### src/rtl/mmc_spi_pkg.sv
// Shared types and defaults for the MMC/SD SPI-mode byte engine.
package mmc_spi_pkg;

  localparam int unsigned SlowHalfDefault = 63;  // 50 MHz / 128 = 390.6 kHz
  localparam int unsigned FastHalfDefault = 1;   // 12.5 MHz
  localparam int unsigned HalfCntW        = 8;
  localparam int unsigned BitCntW         = 3;

  typedef enum logic [1:0] {
    StIdle,
    StLow,
    StHigh,
    StDone
  } state_e;

endpackage

### src/rtl/mmc_spi_master_if.sv
// Host-side byte request/response plus MMC/SD card pins for the SPI byte engine.
interface mmc_spi_master_if;

  logic       start;
  logic [7:0] tx_byte;
  logic       cs_assert;
  logic       fast;
  logic [7:0] rx_byte;
  logic       done;
  logic       busy;
  logic       mmc_cs;
  logic       mmc_sclk;
  logic       mmc_do;
  logic       mmc_di;

  modport master (
    input  start, tx_byte, cs_assert, fast, mmc_di,
    output rx_byte, done, busy, mmc_cs, mmc_sclk, mmc_do
  );

  modport slave (
    output start, tx_byte, cs_assert, fast, mmc_di,
    input  rx_byte, done, busy, mmc_cs, mmc_sclk, mmc_do
  );

endinterface

### src/rtl/mmc_spi_master.sv
// SPI mode-0 byte engine for an MMC/SD card: shifts one byte out MSB-first on MOSI while
// capturing the card's reply from MISO, with selectable slow (init) and fast SCLK rates.
module mmc_spi_master
  import mmc_spi_pkg::*;
#(
  parameter int unsigned SLOW_HALF = SlowHalfDefault,
  parameter int unsigned FAST_HALF = FastHalfDefault
) (
  input  logic              clk,
  input  logic              reset_n,
  mmc_spi_master_if.master  bus
);

  localparam logic [HalfCntW-1:0] SlowLoad = HalfCntW'(SLOW_HALF);
  localparam logic [HalfCntW-1:0] FastLoad = HalfCntW'(FAST_HALF);

  state_e              state_q, state_d;
  logic [HalfCntW-1:0] half_q, half_d;
  logic [HalfCntW-1:0] half_ld_q, half_ld_d;
  logic [BitCntW-1:0]  bit_q, bit_d;
  logic [7:0]          shift_q, shift_d;
  logic [7:0]          rx_q, rx_d;
  logic                done_q, done_d;
  logic                busy_q, busy_d;
  logic                cs_q, cs_d;
  logic                sclk_q, sclk_d;
  logic                do_q, do_d;
  logic                half_exp;

  assign half_exp = (half_q == '0);

  // One shift register carries both directions: MOSI leaves from bit 7 while MISO enters at bit 0.
  always_comb begin
    state_d   = state_q;
    half_d    = half_q;
    half_ld_d = half_ld_q;
    bit_d     = bit_q;
    shift_d   = shift_q;
    rx_d      = rx_q;
    done_d    = 1'b0;
    busy_d    = busy_q;
    cs_d      = cs_q;
    sclk_d    = sclk_q;
    do_d      = do_q;
    unique case (state_q)
      StIdle: begin
        cs_d = ~bus.cs_assert;
        if (bus.start) begin
          half_ld_d = bus.fast ? FastLoad : SlowLoad;
          half_d    = bus.fast ? FastLoad : SlowLoad;
          shift_d   = bus.tx_byte;
          do_d      = bus.tx_byte[7];
          bit_d     = '0;
          busy_d    = 1'b1;
          state_d   = StLow;
        end
      end
      StLow: begin
        if (half_exp) begin
          sclk_d  = 1'b1;
          shift_d = {shift_q[6:0], bus.mmc_di};
          half_d  = half_ld_q;
          state_d = StHigh;
        end else begin
          half_d = half_q - 1'b1;
        end
      end
      StHigh: begin
        if (half_exp) begin
          sclk_d = 1'b0;
          half_d = half_ld_q;
          bit_d  = bit_q + 1'b1;
          if (bit_q == '1) begin
            rx_d    = shift_q;
            done_d  = 1'b1;
            busy_d  = 1'b0;
            do_d    = 1'b1;
            state_d = StDone;
          end else begin
            do_d    = shift_q[7];
            state_d = StLow;
          end
        end else begin
          half_d = half_q - 1'b1;
        end
      end
      StDone: begin
        state_d = StIdle;
      end
      default: begin
        state_d = StIdle;
      end
    endcase
  end

  always_ff @(posedge clk or negedge reset_n) begin
    if (!reset_n) begin
      state_q   <= StIdle;
      half_q    <= '0;
      half_ld_q <= '0;
      bit_q     <= '0;
      shift_q   <= '0;
      rx_q      <= '0;
      done_q    <= 1'b0;
      busy_q    <= 1'b0;
      cs_q      <= 1'b1;
      sclk_q    <= 1'b0;
      do_q      <= 1'b1;
    end else begin
      state_q   <= state_d;
      half_q    <= half_d;
      half_ld_q <= half_ld_d;
      bit_q     <= bit_d;
      shift_q   <= shift_d;
      rx_q      <= rx_d;
      done_q    <= done_d;
      busy_q    <= busy_d;
      cs_q      <= cs_d;
      sclk_q    <= sclk_d;
      do_q      <= do_d;
    end
  end

  assign bus.rx_byte  = rx_q;
  assign bus.done     = done_q;
  assign bus.busy     = busy_q;
  assign bus.mmc_cs   = cs_q;
  assign bus.mmc_sclk = sclk_q;
  assign bus.mmc_do   = do_q;

endmodule

### src/flat_wrapper.sv
// flat-port wrapper written by rule: the top's interface ports become plain ports
module mmc_spi_master_flat import mmc_spi_pkg::*;
#(
  parameter int unsigned SLOW_HALF = SlowHalfDefault,
  parameter int unsigned FAST_HALF = FastHalfDefault
)
  (clk, reset_n, bus_start, bus_tx_byte, bus_cs_assert, bus_fast, bus_mmc_di, bus_rx_byte, bus_done, bus_busy, bus_mmc_cs, bus_mmc_sclk, bus_mmc_do);
  mmc_spi_master_if bus_i ();
  input  logic clk;
  input  logic reset_n;
  input wire logic [$bits(bus_i.start)-1:0] bus_start;
  input wire logic [$bits(bus_i.tx_byte)-1:0] bus_tx_byte;
  input wire logic [$bits(bus_i.cs_assert)-1:0] bus_cs_assert;
  input wire logic [$bits(bus_i.fast)-1:0] bus_fast;
  input wire logic [$bits(bus_i.mmc_di)-1:0] bus_mmc_di;
  output wire logic [$bits(bus_i.rx_byte)-1:0] bus_rx_byte;
  output wire logic [$bits(bus_i.done)-1:0] bus_done;
  output wire logic [$bits(bus_i.busy)-1:0] bus_busy;
  output wire logic [$bits(bus_i.mmc_cs)-1:0] bus_mmc_cs;
  output wire logic [$bits(bus_i.mmc_sclk)-1:0] bus_mmc_sclk;
  output wire logic [$bits(bus_i.mmc_do)-1:0] bus_mmc_do;
  assign bus_i.start = bus_start;
  assign bus_i.tx_byte = bus_tx_byte;
  assign bus_i.cs_assert = bus_cs_assert;
  assign bus_i.fast = bus_fast;
  assign bus_i.mmc_di = bus_mmc_di;
  assign bus_rx_byte = bus_i.rx_byte;
  assign bus_done = bus_i.done;
  assign bus_busy = bus_i.busy;
  assign bus_mmc_cs = bus_i.mmc_cs;
  assign bus_mmc_sclk = bus_i.mmc_sclk;
  assign bus_mmc_do = bus_i.mmc_do;
  mmc_spi_master #(.SLOW_HALF(SLOW_HALF), .FAST_HALF(FAST_HALF)) u_core (.clk(clk), .reset_n(reset_n), .bus(bus_i));
endmodule
### config.mk
export PLATFORM = sky130hd
export DESIGN_NAME = mmc_spi_master_flat
export DESIGN_NICKNAME = d
export VERILOG_FILES = /design/src/rtl/mmc_spi_pkg.sv /design/src/rtl/mmc_spi_master_if.sv /design/src/rtl/mmc_spi_master.sv /design/src/flat_wrapper.sv
export SDC_FILE = /design/constraint.sdc
export NUM_CORES = 1
export LEC_CHECK = 0
export ABC_AREA = 1
export BUFFER_PORTS_ARGS = -buffer_cell sky130_fd_sc_hd__clkbuf_2
export CAP_MARGIN = 0
export CORE_UTILIZATION = 40
export CTS_BUF_LIST = sky130_fd_sc_hd__clkbuf_8
export DETAILED_ROUTE_END_ITERATION = 7
export SLEW_MARGIN = 5
export SYNTH_ARGS = -nofsm -noshare
export SYNTH_HDL_FRONTEND = slang
export SYNTH_SLANG_ARGS = --single-unit
### constraint.sdc
create_clock -name clk -period 4.56 [get_ports clk]
set_input_delay 0.228 -clock clk [delete_from_list [all_inputs] [get_ports clk]]
set_output_delay 0.228 -clock clk [all_outputs]
set_load 0.03 [all_outputs]
==> flow_summary.ini <==
[logic_synthesis]
synth_area_um2 = 1970
yosysWarnings = 0
synthMuxAreaShare = 0
async_flop_share = 1.00
yosysTopAreaCell = dfrtp_1
yosysSeqAreaShare = 0.459
synth_edf_count = 0
synth_area_leaders = dfrtp_1 43%, nand2_1 16%, inv_1 5.7%
syn_nets = 274
synthCells = 254
synthSimpleGateAreaFrac = 0.341
synthFlopType = dfrtp_1
ys_types = 24
synth_seq_cells = 36
syn_avg_cell_area_um2 = 7.75
synth_top_family_by_area = simple AND/OR/NAND/NOR gates
synthXorXnorAreaFrac = 0
synth_top_area_frac = 0.432
synth_compound_area_frac = 0.0832
synth_fa_ha_area_frac = 0.0381

[drt]
detail_route.drc_violations = 0
via_per_inst = 4.54
wl_um = 3870
wl_per_cell_um = 11.1
drt_iter0_drc = 90
vias = 1590
first_pass_iters = 4
antenna_left = 0

[floorplan]
core_area_um2 = 4720
io_pins = 27
start_util = 0.417
fp-row-count = 25
die_w_um = 72.2
chipHeight_um = 72.2
dieArea_um2 = 5210

[cells_and_area]
synthToLayoutAreaGrowth_pct = 14.7
nets = 302
final_cell_mix = 84 x nand2_1, 34 x dfrtp_1, 31 x inv_1
insertedDiodeCount = 0
finish.instance_area_um2 = 2260
layout_commonest_cell = nand2_1
drive_above_1_share = 0.212
layoutNonFillerInstCount = 350
postLayoutCoreUtil = 0.478
fill_cells = 478

[worst_setup_path]
start_kind = flop
slowest_delay_ns = 0.56
path_buf_inv = 1
critical_path.max_fanout = 20
cp_common_cell = nand2_1
critical_path_arrival_ns = 2.00
cp_top_family = simple AND/OR/NAND/NOR gates
path_class = flop to flop
endpoint_kind = flop
path_cells = inv_1, ha_1, or2_2, nand3_4, nand2_1, nand2_1
crit_slowest_cell = ha_1
required_ns = 4.74

[global_route]
antenna_found_initial = 0
grt_use_total = 0.174
grt_pass1_wl_um = 6920
grt_max_degree = 37
gr-total-overflow = 0
grt_pass1_vias = 1491

[power_and_ir_drop]
power_frac_seq = 0.325
powerDensity_nw_per_um2 = 680
irDropWorstVdd_v = 0.000349
switching_share = 0.458
p_int_uw = 832
p_switching_uw = 704
leakage_nw = 1.24
pwr-share-clk = 0.179
power_frac_comb = 0.496

[placed_design]
hpwlAfterDp_um = 2870
placed_area_um2 = 2150
place_inst = 342
gp_congestion = 0.832
port_buffers = 26

[sta]
setup_violations = 0
worstMarginPinSlew_ns = 0.887
tns_ns = 0
hold_viol = 0
min_period_over_period = 0.398
drv_slew = 0
timing.hold.ws_ns = 0.0510
fin_crit_ns = 1.82
finalClockSkew_ns = 0.00812
rsz0062_at_grt = no
slew_headroom = 0.409
max_freq_mhz = 550

[clocking]
htreeDepth = 2
cts-resized-gates = 0
cts_tree = done
path_clk_slew_ns = 0.08
cts_root_buf = clkbuf_8
cts_hold_buf = 0
post_cts_buffers = 0
clock_path_buffers = 2
cts.sinks = 36
cts_inserted_buffers = 5
clkLatencyLatePin_ns = 0.29

[hold_path]
hp-class = primary input to asynchronous set/reset pin

[run_status]
status = finished, final reports clean

[job]
max_cap_viol_count = 0
flip-flops by register name, indices dropped and copies added (netlist names):
name                 cells
u_core.bus.rx_byte       8
u_core.half_q            8
u_core.shift_q           8
u_core.bit_q             3
u_core.half_ld_q         2
u_core.state_q           2
u_core.bus.busy          1
u_core.bus.done          1
u_core.bus.mmc_cs        1
u_core.bus.mmc_do        1
u_core.bus.mmc_sclk      1
area by class of cell:
cell class	instances	area, um^2	share of cell area
Sequential cell	36	903	0.400
Clock inverter	3	38.8	0.0172
Inverter	33	124	0.0548
Timing Repair Buffer	26	130	0.0576
Clock buffer	5	68.8	0.0305
Multi-Input combinational cell	180	911	0.403
Tap cell	67	83.8	0.0371
worst paths after layout:
| check | from | endpoint | slack, ns | cells past startpoint |
|---|---|---|---|---|
| worst max-delay path | u_core.state_q[1]$_DFFE_PN0P_ | u_core.shift_q[0]$_DFFE_PN0P_ | 2.74 | 6 |
| worst min-delay path | reset_n | u_core.bus.rx_byte[4]$_DFFE_PN0P_ | 0.05 | 1 |
| worst max register to register | u_core.state_q[1]$_DFFE_PN0P_ | u_core.shift_q[0]$_DFFE_PN0P_ | 2.74 | 6 |
| worst min register to register | u_core.bus.mmc_do$_DFFE_PN1P_ | u_core.bus.mmc_do$_DFFE_PN1P_ | 0.47 | 2 |
| max in group asynchronous | reset_n | u_core.state_q[0]$_DFFE_PN0P_ | 3.95 | 1 |
| min in group clk | bus_cs_assert | u_core.bus.mmc_cs$_DFFE_PN1P_ | 0.11 | 2 |
layer usage:
layer | routed length (um) | up-vias | share of wire | global-route usage
met5 | 0 | - | 0 | 0
met4 | 38 | 0 | 0.0098 | 0.0654
met3 | 115 | 4 | 0.030 | 0.0431
met2 | 1800 | 18 | 0.47 | 0.260
met1 | 1910 | 710 | 0.49 | 0.244
li1 | - | 858 | - | -
Yosys cell counts, drive strengths merged (5+ instances only):
cell type and instances:
ha 6, nand2 91, nand4 11, o21ai 18, nand3 11, a21oi 8, dfrtp 34, buf 5
inv 33, nor2 29
worst reg2reg max path, delay by kind of cell, from the launching register on:
kind          cells  cell delay [ns]
fa+ha+maj         1             0.56
buf+inv           1             0.10
flops             1             0.43
simple gates      4             0.62
power by group through the flow:
stage | clock network [mW] | logic [mW] | registers [mW]
after floorplan | 0 | 0.579 | 0.524
after global placement | 0 | 0.760 | 0.504
after detailed placement | 0 | 0.762 | 0.503
after CTS | 0.285 | 0.765 | 0.498
after global routing | 0.298 | 0.884 | 0.513
final | 0.276 | 0.762 | 0.499
cell families after synthesis:
| logic type | Yosys count |
|---|---|
| simple gates | 147 |
| buf+inv | 38 |
| flops | 36 |
| compound gates | 27 |
| fa+ha+maj | 6 |
stage by stage:
step | power [mW] | setup slack [ns]
finish | 1.54 | 2.74
global route | 1.69 | 2.54
CTS | 1.55 | 2.74
detailed placement | 1.27 | 2.74
global placement | 1.26 | 2.77
floorplan | 1.10 | 3.09
Note: power is estimated with default switching activity, not from simulation.
